[src/rtl/clock_pkg.sv]
// Shared constants and helpers for the multiplexed BCD display clock:
// 7-segment font, glyphs, BCD field offsets, 12 h conversion and set-time validation.
package clock_pkg;

  localparam int unsigned SS_LSB = 0;
  localparam int unsigned MM_LSB = 8;
  localparam int unsigned HH_LSB = 16;

  localparam logic [7:0] SEG_BLANK = 8'h00;
  localparam logic [7:0] SEG_DASH  = 8'h40;
  localparam logic [7:0] SEG_DP    = 8'h80;

  // Active-high {dp,g,f,e,d,c,b,a}; non-decimal codes render blank.
  function automatic logic [7:0] seg7(input logic [3:0] d);
    logic [7:0] s;
    case (d)
      4'd0:    s = 8'h3F;
      4'd1:    s = 8'h06;
      4'd2:    s = 8'h5B;
      4'd3:    s = 8'h4F;
      4'd4:    s = 8'h66;
      4'd5:    s = 8'h6D;
      4'd6:    s = 8'h7D;
      4'd7:    s = 8'h07;
      4'd8:    s = 8'h7F;
      4'd9:    s = 8'h6F;
      default: s = SEG_BLANK;
    endcase
    return s;
  endfunction

  // 24 h BCD hour -> 12 h BCD hour (00 -> 12, 13..23 -> 01..11).
  function automatic logic [7:0] to_12h(input logic [7:0] hh);
    logic [4:0] h;
    h = 5'(hh[7:4]) * 5'd10 + 5'(hh[3:0]);
    if (h == 5'd0) begin
      h = 5'd12;
    end else if (h > 5'd12) begin
      h = h - 5'd12;
    end
    if (h >= 5'd10) begin
      return {4'd1, 4'(h - 5'd10)};
    end
    return {4'd0, h[3:0]};
  endfunction

  function automatic logic bcd_time_valid(input logic [23:0] t);
    logic ok;
    ok = 1'b1;
    for (int i = 0; i < 6; i++) begin
      if (t[4*i +: 4] > 4'd9) ok = 1'b0;
    end
    return ok && (t[SS_LSB +: 8] <= 8'h59) && (t[MM_LSB +: 8] <= 8'h59) &&
           (t[HH_LSB +: 8] <= 8'h23);
  endfunction

endpackage

[src/rtl/bcd_mod_counter.sv]
// Two-digit BCD counter wrapping at {MAX_TENS,MAX_UNITS}; load has priority over inc.
module bcd_mod_counter #(
  parameter logic [3:0] MAX_TENS  = 4'd5,
  parameter logic [3:0] MAX_UNITS = 4'd9
) (
  input  logic       clk,
  input  logic       rst,
  input  logic       inc,
  input  logic       load,
  input  logic [7:0] load_val,
  output logic [7:0] val,
  output logic [7:0] val_nxt,
  output logic       carry_out
);

  logic [7:0] val_q, val_d;
  logic       at_max;

  assign at_max    = (val_q == {MAX_TENS, MAX_UNITS});
  assign carry_out = inc && !load && at_max;

  always_comb begin
    val_d = val_q;
    if (load) begin
      val_d = load_val;
    end else if (inc) begin
      if (at_max) begin
        val_d = 8'h00;
      end else if (val_q[3:0] == 4'd9) begin
        val_d = {val_q[7:4] + 4'd1, 4'd0};
      end else begin
        val_d = {val_q[7:4], val_q[3:0] + 4'd1};
      end
    end
  end

  always_ff @(posedge clk or negedge rst) begin
    if (!rst) begin
      val_q <= 8'h00;
    end else begin
      val_q <= val_d;
    end
  end

  assign val     = val_q;
  assign val_nxt = val_d;

endmodule

[src/rtl/clock_mux_v2.sv]
// HH:MM:SS BCD clock with time set, 12/24 h display, hh:mm alarm and an
// 8-position multiplexed 7-segment driver with configurable polarity.
module clock_mux_v2 import clock_pkg::*; #(
  parameter int unsigned CLK_HZ      = 32_000_000,
  parameter int unsigned SCAN_DIV    = 16384,
  parameter bit          DIG_ACT_LOW = 1'b1,
  parameter bit          SEG_ACT_LOW = 1'b0,
  parameter bit          SEP_BLINK   = 1'b1
) (
  input  logic        clk,
  input  logic        rst,
  input  logic        run,
  input  logic        mode_12h,
  input  logic        set_stb,
  input  logic [23:0] set_time,
  input  logic        alarm_en,
  input  logic [15:0] alarm_hm,
  input  logic        alarm_ack,
  output logic [23:0] time_bcd,
  output logic        sec_tick,
  output logic        set_err,
  output logic        alarm,
  output logic [7:0]  dig,
  output logic [7:0]  seg
);

  localparam int unsigned   PW         = $clog2(CLK_HZ);
  localparam int unsigned   SW         = $clog2(SCAN_DIV);
  localparam logic [PW-1:0] PRESC_MAX  = PW'(CLK_HZ - 1);
  localparam logic [PW-1:0] PRESC_HALF = PW'(CLK_HZ / 2);
  localparam logic [SW-1:0] SCAN_MAX   = SW'(SCAN_DIV - 1);
  localparam logic [7:0]    DIG_OFF    = DIG_ACT_LOW ? 8'hFF : 8'h00;
  localparam logic [7:0]    SEG_OFF    = SEG_ACT_LOW ? 8'hFF : 8'h00;

  logic [PW-1:0] presc_q, presc_d;
  logic [SW-1:0] scan_q, scan_d;
  logic [2:0]    idx_q, idx_d;
  logic          set_err_q, alarm_q, alarm_d;
  logic [7:0]    dig_q, dig_d, seg_q, seg_d, glyph;
  logic          load, tick_raw, tick, ss_carry, mm_carry, hh_carry_unused, alarm_hit;
  logic [7:0]    ss, mm, hh, ss_nxt, mm_nxt, hh_nxt, hh_disp;
  logic          sep_on, pm;

  assign load     = set_stb && bcd_time_valid(set_time);
  assign tick_raw = run && (presc_q == PRESC_MAX);
  // A valid load restarts the second, so a coincident tick is dropped.
  assign tick     = tick_raw && !load;
  assign sec_tick = tick;

  always_comb begin
    presc_d = presc_q;
    if (load) begin
      presc_d = '0;
    end else if (run) begin
      presc_d = tick_raw ? '0 : presc_q + PW'(1);
    end
  end

  bcd_mod_counter #(.MAX_TENS(4'd5), .MAX_UNITS(4'd9)) u_ss (
    .clk(clk), .rst(rst), .inc(tick), .load(load), .load_val(set_time[SS_LSB +: 8]),
    .val(ss), .val_nxt(ss_nxt), .carry_out(ss_carry)
  );

  bcd_mod_counter #(.MAX_TENS(4'd5), .MAX_UNITS(4'd9)) u_mm (
    .clk(clk), .rst(rst), .inc(ss_carry), .load(load), .load_val(set_time[MM_LSB +: 8]),
    .val(mm), .val_nxt(mm_nxt), .carry_out(mm_carry)
  );

  bcd_mod_counter #(.MAX_TENS(4'd2), .MAX_UNITS(4'd3)) u_hh (
    .clk(clk), .rst(rst), .inc(mm_carry), .load(load), .load_val(set_time[HH_LSB +: 8]),
    .val(hh), .val_nxt(hh_nxt), .carry_out(hh_carry_unused)
  );

  // ss_carry implies the new seconds are 00 and that this is a tick, never a load.
  assign alarm_hit = ss_carry && ({hh_nxt, mm_nxt} == alarm_hm);

  always_comb begin
    alarm_d = alarm_q;
    if (!alarm_en || alarm_ack) begin
      alarm_d = 1'b0;
    end else if (alarm_hit) begin
      alarm_d = 1'b1;
    end else if (ss_carry) begin
      alarm_d = 1'b0;
    end
  end

  always_comb begin
    scan_d = scan_q + SW'(1);
    idx_d  = idx_q;
    if (scan_q == SCAN_MAX) begin
      scan_d = '0;
      idx_d  = idx_q + 3'd1;
    end
  end

  // Glyphs are built from next-state values so dig/seg line up with the state registers.
  assign hh_disp = mode_12h ? to_12h(hh_nxt) : hh_nxt;
  assign pm      = mode_12h && (hh_nxt >= 8'h12);
  assign sep_on  = !SEP_BLINK || (presc_d < PRESC_HALF);

  always_comb begin
    glyph = SEG_BLANK;
    unique case (idx_d)
      3'd0:       glyph = seg7(ss_nxt[3:0]);
      3'd1:       glyph = seg7(ss_nxt[7:4]);
      3'd2, 3'd5: glyph = sep_on ? SEG_DASH : SEG_BLANK;
      3'd3:       glyph = seg7(mm_nxt[3:0]);
      3'd4:       glyph = seg7(mm_nxt[7:4]);
      3'd6:       glyph = seg7(hh_disp[3:0]) | (pm ? SEG_DP : SEG_BLANK);
      3'd7:       glyph = (mode_12h && hh_disp[7:4] == 4'd0) ? SEG_BLANK : seg7(hh_disp[7:4]);
      default:    glyph = SEG_BLANK;
    endcase
    seg_d = SEG_ACT_LOW ? ~glyph : glyph;
    dig_d = DIG_ACT_LOW ? ~(8'b1 << idx_d) : (8'b1 << idx_d);
  end

  always_ff @(posedge clk or negedge rst) begin
    if (!rst) begin
      presc_q   <= '0;
      scan_q    <= '0;
      idx_q     <= 3'd0;
      set_err_q <= 1'b0;
      alarm_q   <= 1'b0;
      dig_q     <= DIG_OFF;
      seg_q     <= SEG_OFF;
    end else begin
      presc_q   <= presc_d;
      scan_q    <= scan_d;
      idx_q     <= idx_d;
      set_err_q <= set_stb && !load;
      alarm_q   <= alarm_d;
      dig_q     <= dig_d;
      seg_q     <= seg_d;
    end
  end

  assign time_bcd = {hh, mm, ss};
  assign set_err  = set_err_q;
  assign alarm    = alarm_q;
  assign dig      = dig_q;
  assign seg      = seg_q;

endmodule

[config.mk]
export PLATFORM = sky130hd
export DESIGN_NAME = clock_mux_v2
export DESIGN_NICKNAME = d
export VERILOG_FILES = /design/src/rtl/clock_pkg.sv /design/src/rtl/bcd_mod_counter.sv /design/src/rtl/clock_mux_v2.sv
export SDC_FILE = /design/constraint.sdc
export NUM_CORES = 1
export LEC_CHECK = 0
export ABC_AREA = 1
export BUFFER_PORTS_ARGS = -buffer_cell sky130_fd_sc_hd__buf_2
export CAP_MARGIN = 20
export CELL_PAD_IN_SITES_DETAIL_PLACEMENT = 1
export CELL_PAD_IN_SITES_GLOBAL_PLACEMENT = 2
export CORE_MARGIN = 3
export CORE_UTILIZATION = 34
export DETAILED_ROUTE_END_ITERATION = 16
export MAX_ROUTING_LAYER = met4
export PLACE_DENSITY = 0.82
export REMOVE_ABC_BUFFERS = 1
export SKIP_CTS_REPAIR_TIMING = 1
export SYNTH_ARGS = -nofsm -noshare
export SYNTH_HDL_FRONTEND = slang
export SYNTH_SLANG_ARGS = --single-unit
export TNS_END_PERCENT = 10
[constraint.sdc]
create_clock -name clk -period 6.3 [get_ports clk]
set_input_delay 1.26 -clock clk [delete_from_list [all_inputs] [get_ports clk]]
set_output_delay 1.26 -clock clk [all_outputs]
set_load 0.1 [all_outputs]
==> summary.md, run 1 <==
| Metric | Value |
|---|---|
| Worst Setup Slack, final | 500 ps |
| Post-synth EDFFs | 0 |
| R2R depth | 32 |
| Pwr per Cell Area | 224 mW/mm² |
| CTS Buf Count | 9 |
| Post-synthesis sequential area ratio | 0.315 |
| Slowest CP cell | ha_1 |
| CTS tree | yes |
| RSZ-0062 raised after global routing | no |
| Placed Area | 0.00765 mm² |
| Max-slew headroom | 0.387 |
| VDD IR max | 0.000113 V |
| Max Root-Sink Buffers | 2 |
| Mapped Area | 0.00670 mm² |
| DP Wirelength | 17200 µm |
| FF-to-FF Start | u_ss.val[1] |
| Ys Warns | 0 |
| Max Clk Rate | 172 MHz |
| Worst EP arrival | 6030 ps |
| Ant. Diodes | 0 |
| Final min period | 5800 ps |
| Initial cell density of the core | 0.352 |
| Port bufs | 89 |
| Slew at the pin with the worst max-slew slack | 910 ps |
| Most common cell after layout, fill and taps aside | inv_1 |
| LEAKAGE | 3.99 nW |
| Synth Register Bits | 84 |
| Fin nets | 1115 |
| Final period util | 0.921 |
| Crit path kind | in -> reg |
| Distinct cells, synth | 56 |
| Top cell type's share of synthesized area | 0.284 |
| Pre-CTS setup slack | -78.7 ps |
| # IOs | 90 |
| Leading cell types in the layout, fill and taps excluded | inv_1 (152), nand2_1 (140), buf_2 (88), nand3_1 (78), dfrtp_1 (76) |
| Worst skew pair latency | 350 ps |
| Worst path max stage delay | 330 ps |
| Crit path launch | set_time[2] |
| Flop-to-flop setup slack | 740 ps |
| Reg area | 0.00211 mm² |
| Total core area | 0.0190 mm² |
| H-tree levels | 3 |
| Routed WL per cell | 16.6 µm |
| Worst min-delay path class | reg -> reg |
| Maximum fanout along the worst path | 6 |
| WP data required | 6530 ps |
| Share of cells above drive strength 1 | 0.224 |
| First-pass detailed-route iteration total | 4 |
| GRT Util Overall | 0.209 |
| Die height | 146 µm |
| Hold path cells | 1 |
| Final non-filler cell total | 1276 |
| P&R area growth vs syn | 19.3% |
| Finished Cell Area | 0.00799 mm² |
| Largest net degree at the start of global routing | 61 |
| DRC errors left | 0 |
| CP Capture Type | register |
| FP Rows | 50 |
| Synth area leaders | dfrtp_1 (28%), ha_1 (10%), inv_1 (8.5%) |
| DR vias | 6312 |
| CTS root buf | clkbuf_16 |
| Vias per cell | 4.95 |
| Clk sink count | 84 |
| Die area | 0.0214 mm² |
| # fillers | 2428 |
| Multi-input logic area | 0.00393 mm² |
| Syn_area_per_cell | 7.53 µm² |
| Detailed Route WL | 21200 µm |
| Placed cells | 1260 |
| Antenna Nets Post-Route | 0 |
| Vias in the first global route | 6675 |
| Final Hold Fails | 0 |
| Final setup fails | 0 |
| Gpl congestion | 0.843 |
| GRT overflow | 0 |
| Clock edge transition at the registers on the reported setup and hold paths | 60 ps |
| Antenna violations before repair | 0 |
| Max-cap violations | 0 |
| Worst Setup Start Kind | primary input |
| Synth Flop Type | dfrtp_1 |
| FFs w/ async S/R, synth | 1.00 |
| Starting DRT DRC Count | 242 |
| First-pass GRT wire length | 35000 µm |
| Synth area leader | dfrtp_1 |
| Max-slew violation count | 0 |
| Cell count after synthesis | 890 |
| Skew final | 7.46 ps |
| CP Capture Point | seg[1] |
| Die W | 146 µm |
| Reg-to-reg endpoint | seg[1] |
| Status | complete, no violations |
## kinds of logic (layout without fill, tap and decap cells)
kind of cell	count (synthesis)	count (layout)	synth area share
AOI/OAI and AO/OA	141	141	0.128
xor gates and xnor gates	35	35	0.0480
adders and majority gates	57	57	0.108
buffers and inverters	178	304	0.101
DFF	84	84	0.315
and+or+nand+nor	395	395	0.300
## flip-flops by register name (all words and copies together), names as in the netlist, 3 cells and up
| signal | cells |
|---|---|
| idx_q | 3 |
| seg | 8 |
| presc_q | 25 |
| dig | 8 |
| u_hh.val | 8 |
| scan_q | 14 |
| u_mm.val | 8 |
| u_ss.val | 8 |
## layer usage
| layer | vias to the layer above | global-route usage | wire, µm |
|---|---|---|---|
| li1 | 3149 | - | - |
| met1 | 3061 | 0.274 | 10000 |
| met2 | 80 | 0.341 | 10200 |
| met3 | 22 | 0.0320 | 637 |
| met4 | 0 | 0.0489 | 347 |
| met5 | - | - | 0 |
## area by class of cell
class,instances,share of cell area
multi-input combinational,628,0.492
clock inverter,4,0.00908
tap,260,0.0407
sequential,84,0.264
timing repair buffer,117,0.0824
inverter,171,0.0806
clock buffer,12,0.0308
## critical path, delay by kind of cell
family | cells | cell delay [ps]
AOI/OAI and AO/OA | 7 | 1160
adders and majority gates | 4 | 1080
buffers and inverters | 6 | 660
and+or+nand+nor | 15 | 1670
xor gates and xnor gates | 1 | 200
## Yosys cell counts, types with 2 or more instances
cell type / instances
o22ai_1: 6
a21oi_1: 41
a31oi_1: 3
xor2_1: 24
or2_2: 9
o21ai_1: 12
nor3_2: 4
a2111oi_0: 2
ha_1: 56
o31ai_1: 2
a211oi_1: 5
o21ai_0: 42
nor2_2: 5
nand3b_1: 3
nor3_1: 15
nand3_4: 5
o21ai_2: 3
nand4_1: 16
a221oi_1: 8
nor2_4: 5
nand2_4: 8
inv_2: 18
dfstp_2: 8
a21boi_0: 2
nand3_2: 7
nand2_2: 13
o211ai_1: 4
nor2_1: 73
dfrtp_1: 76
o21bai_1: 2
inv_1: 152
a22oi_1: 3
nand3_1: 78
nor4_1: 9
xnor2_1: 9
buf_2: 3
nand2_1: 140
## through the flow
| step | total power, mW | setup TNS (ps) | util | hold WS (ps) |
|---|---|---|---|---|
| global placement | 1.20 | 0 | 0.402 | 447 |
| floorplan | 1.05 | 0 | - | 433 |
| CTS | 1.81 | 0 | 0.419 | 475 |
| finish | 1.79 | 0 | 0.420 | 477 |
| detailed placement | 1.21 | -224 | 0.402 | 454 |
| global route | 1.90 | 0 | 0.420 | 508 |
## how the worst min path moves through the flow
stage                           end  startpoint
after floorplan           scan_q[0]   scan_q[0]
after global placement    scan_q[0]   scan_q[0]
after detailed placement  scan_q[0]   scan_q[0]
after CTS                 scan_q[0]   scan_q[0]
after global routing      scan_q[0]   scan_q[0]
final                     scan_q[0]   scan_q[0]
## where the power goes
part	switching [mW]	total [mW]	internal (mW)
Clock	0.236	0.595	0.358
Combinational	0.406	0.582	0.177
Sequential	0.0382	0.616	0.577
Total	0.680	1.79	1.11
No activity file was read; power rests on OpenSTA's default activity.
==> inputs of run 2 (changes only) <==
--- a/config.mk
+++ b/config.mk
@@ -10,6 +10,7 @@
 export CAP_MARGIN = 20
 export CELL_PAD_IN_SITES_DETAIL_PLACEMENT = 1
 export CELL_PAD_IN_SITES_GLOBAL_PLACEMENT = 2
+export CORE_ASPECT_RATIO = 0.9
 export CORE_MARGIN = 3
 export CORE_UTILIZATION = 34
 export DETAILED_ROUTE_END_ITERATION = 16
==> run 2 against run 1 <==
- routed wire length down 2.5%
- clock power down 13%
- sequential share of layout area up 0.25 points
- flip-flop and latch count unchanged
- critical path type unchanged
==> summary.md, run 2 (synthesized netlist as in run 1, its figures left out) <==
| Metric | Value |
|---|---|
| RSZ-0062 raised after global routing | no |
| Worst skew pair latency | 350 ps |
| Status | complete, no violations |
| Hold WS | 477 ps |
| Finished Cell Area | 0.00792 mm² |
| Total core area | 0.0193 mm² |
| Skew final | 9.93 ps |
| Vias in the first global route | 6414 |
| CTS root buf | clkbuf_16 |
| Ant. Diodes | 0 |
| Clk sink count | 84 |
| Final setup fails | 0 |
| Fin nets | 1111 |
| DRC errors left | 0 |
| Met3 Wirelength | 579 µm |
| Die area | 0.0214 mm² |
| Detailed Route WL | 20700 µm |
| Max-slew violation count | 0 |
| Max-slew headroom | 0.342 |
| Largest net degree at the start of global routing | 64 |
| GRT Util Overall | 0.203 |
| # IOs | 90 |
| Slew at the pin with the worst max-slew slack | 976 ps |
| Crit path launch | set_time[2] |
| Biggest register | presc_q |
| Crit path kind | in -> reg |
| Final Hold Fails | 0 |
| Biggest regs | presc_q (25), scan_q (14) |
| Most common cell after layout, fill and taps aside | inv_1 |
| Max Root-Sink Buffers | 2 |
| R2R depth | 31 |
| Maximum fanout along the worst path | 6 |
| Starting DRT DRC Count | 212 |
| Die height | 139 µm |
| Final period util | 0.931 |
| Pwr Total | 1.72 mW |
| GRT overflow | 0 |
| Routed WL per cell | 16.4 µm |
| CP Capture Point | seg[4] |
| Placed Area | 0.00761 mm² |
| Slowest CP cell | a2111oi_2 |
| Share of cells above drive strength 1 | 0.225 |
| Sum Neg Setup Slack | 0 ps |
| VDD IR max | 0.000164 V |
| FP Rows | 48 |
| Port bufs | 89 |
| Vias per cell | 4.93 |
| Gpl congestion | 0.876 |
| Highest metal used | met4 |
| Max-cap violations | 0 |
| Worst Setup Start Kind | primary input |
| Worst min-delay path class | reg -> reg |
| Max Clk Rate | 170 MHz |
| Cell repeated most along the worst path | ha_1 |
| Worst EP arrival | 6090 ps |
| H-tree levels | 3 |
| Die W | 154 µm |
| FF-to-FF Start | u_ss.val[1] |
| First-pass detailed-route iteration total | 5 |
| LEAKAGE | 3.96 nW |
| Antenna violations before repair | 0 |
| Hold path cells | 1 |
| WP data required | 6520 ps |
| DR vias | 6218 |
| Initial cell density of the core | 0.347 |
| Final min period | 5870 ps |
| Leading cell types in the layout, fill and taps excluded | inv_1 (152), nand2_1 (140), buf_2 (88), nand3_1 (78), dfrtp_1 (76) |
| P&R area growth vs syn | 18.2% |
| M1 wire length | 10400 µm |
| Reg-to-reg endpoint | seg[4] |
| DP Wirelength | 17000 µm |
| Clock edge transition at the registers on the reported setup and hold paths | 70 ps |
| CP Capture Type | register |
| Largest register FFs | 25 |
| Worst path max stage delay | 380 ps |
| CTS Buf Count | 9 |
| WL met2 | 9520 µm |
| CTS tree | yes |
| Flop-to-flop setup slack | 730 ps |
| Antenna Nets Post-Route | 0 |
| First-pass GRT wire length | 34100 µm |
| Pwr per Cell Area | 217 mW/mm² |
-- run 2: cell types whose count changed in the layout (fill, tap and decap cells not counted), sizes merged --
cell | previous run | this run
bufinv | 2 | 0
clkinvlp | 1 | 2
clkbuf | 12 | 9
clkinv | 1 | 3
inv | 171 | 173
buf | 117 | 113
-- run 2: worst min path at each step --
stage                          from         to  slack [ps]
after global placement    scan_q[0]  scan_q[0]         450
after floorplan           scan_q[0]  scan_q[0]         430
after detailed placement  scan_q[0]  scan_q[0]         470
final                     scan_q[0]  scan_q[0]         480
after global routing      scan_q[0]  scan_q[0]         510
after CTS                 scan_q[0]  scan_q[0]         480
-- run 2: where the power goes --
group	switching, mW	total [mW]	internal, mW	leakage, nW
Sequential	0.0383	0.615	0.577	0.999
Clock	0.247	0.517	0.270	0.132
Combinational	0.407	0.585	0.179	2.83
-- run 2: critical path, delay by kind of cell --
| kind | cells | cell delay (ps) |
|---|---|---|
| adders and majority gates | 4 | 1020 |
| buffers and inverters | 6 | 700 |
| and+or+nand+nor | 13 | 1690 |
| AOI/OAI and AO/OA | 8 | 1260 |
| xor gates and xnor gates | 1 | 190 |
-- run 2: through the flow --
stage          std cells  setup slack, ps   util
2_1_floorplan        883              416      -
3_3_place_gp        1246             -149  0.395
3_5_place_dp        1246             -291  0.395
4_1_cts             1262             54.0  0.409
5_1_grt             1262            0.388  0.411
6_report            1262              433  0.411
-- run 2: layer usage --
metal	vias up	track usage
li1	3128	-
met1	2994	0.285
met2	82	0.314
met3	14	0.0328
met4	0	0.0344
met5	-	-
-- run 2: area by class of cell --
class                      count  area [µm²]
multi-input combinational    628        3940
inverter                     171         644
fill                        2454       11400
clock buffer                   9         225
clock inverter                 7        51.3
timing repair buffer         113         628
sequential                    84        2110
tap                          250         313
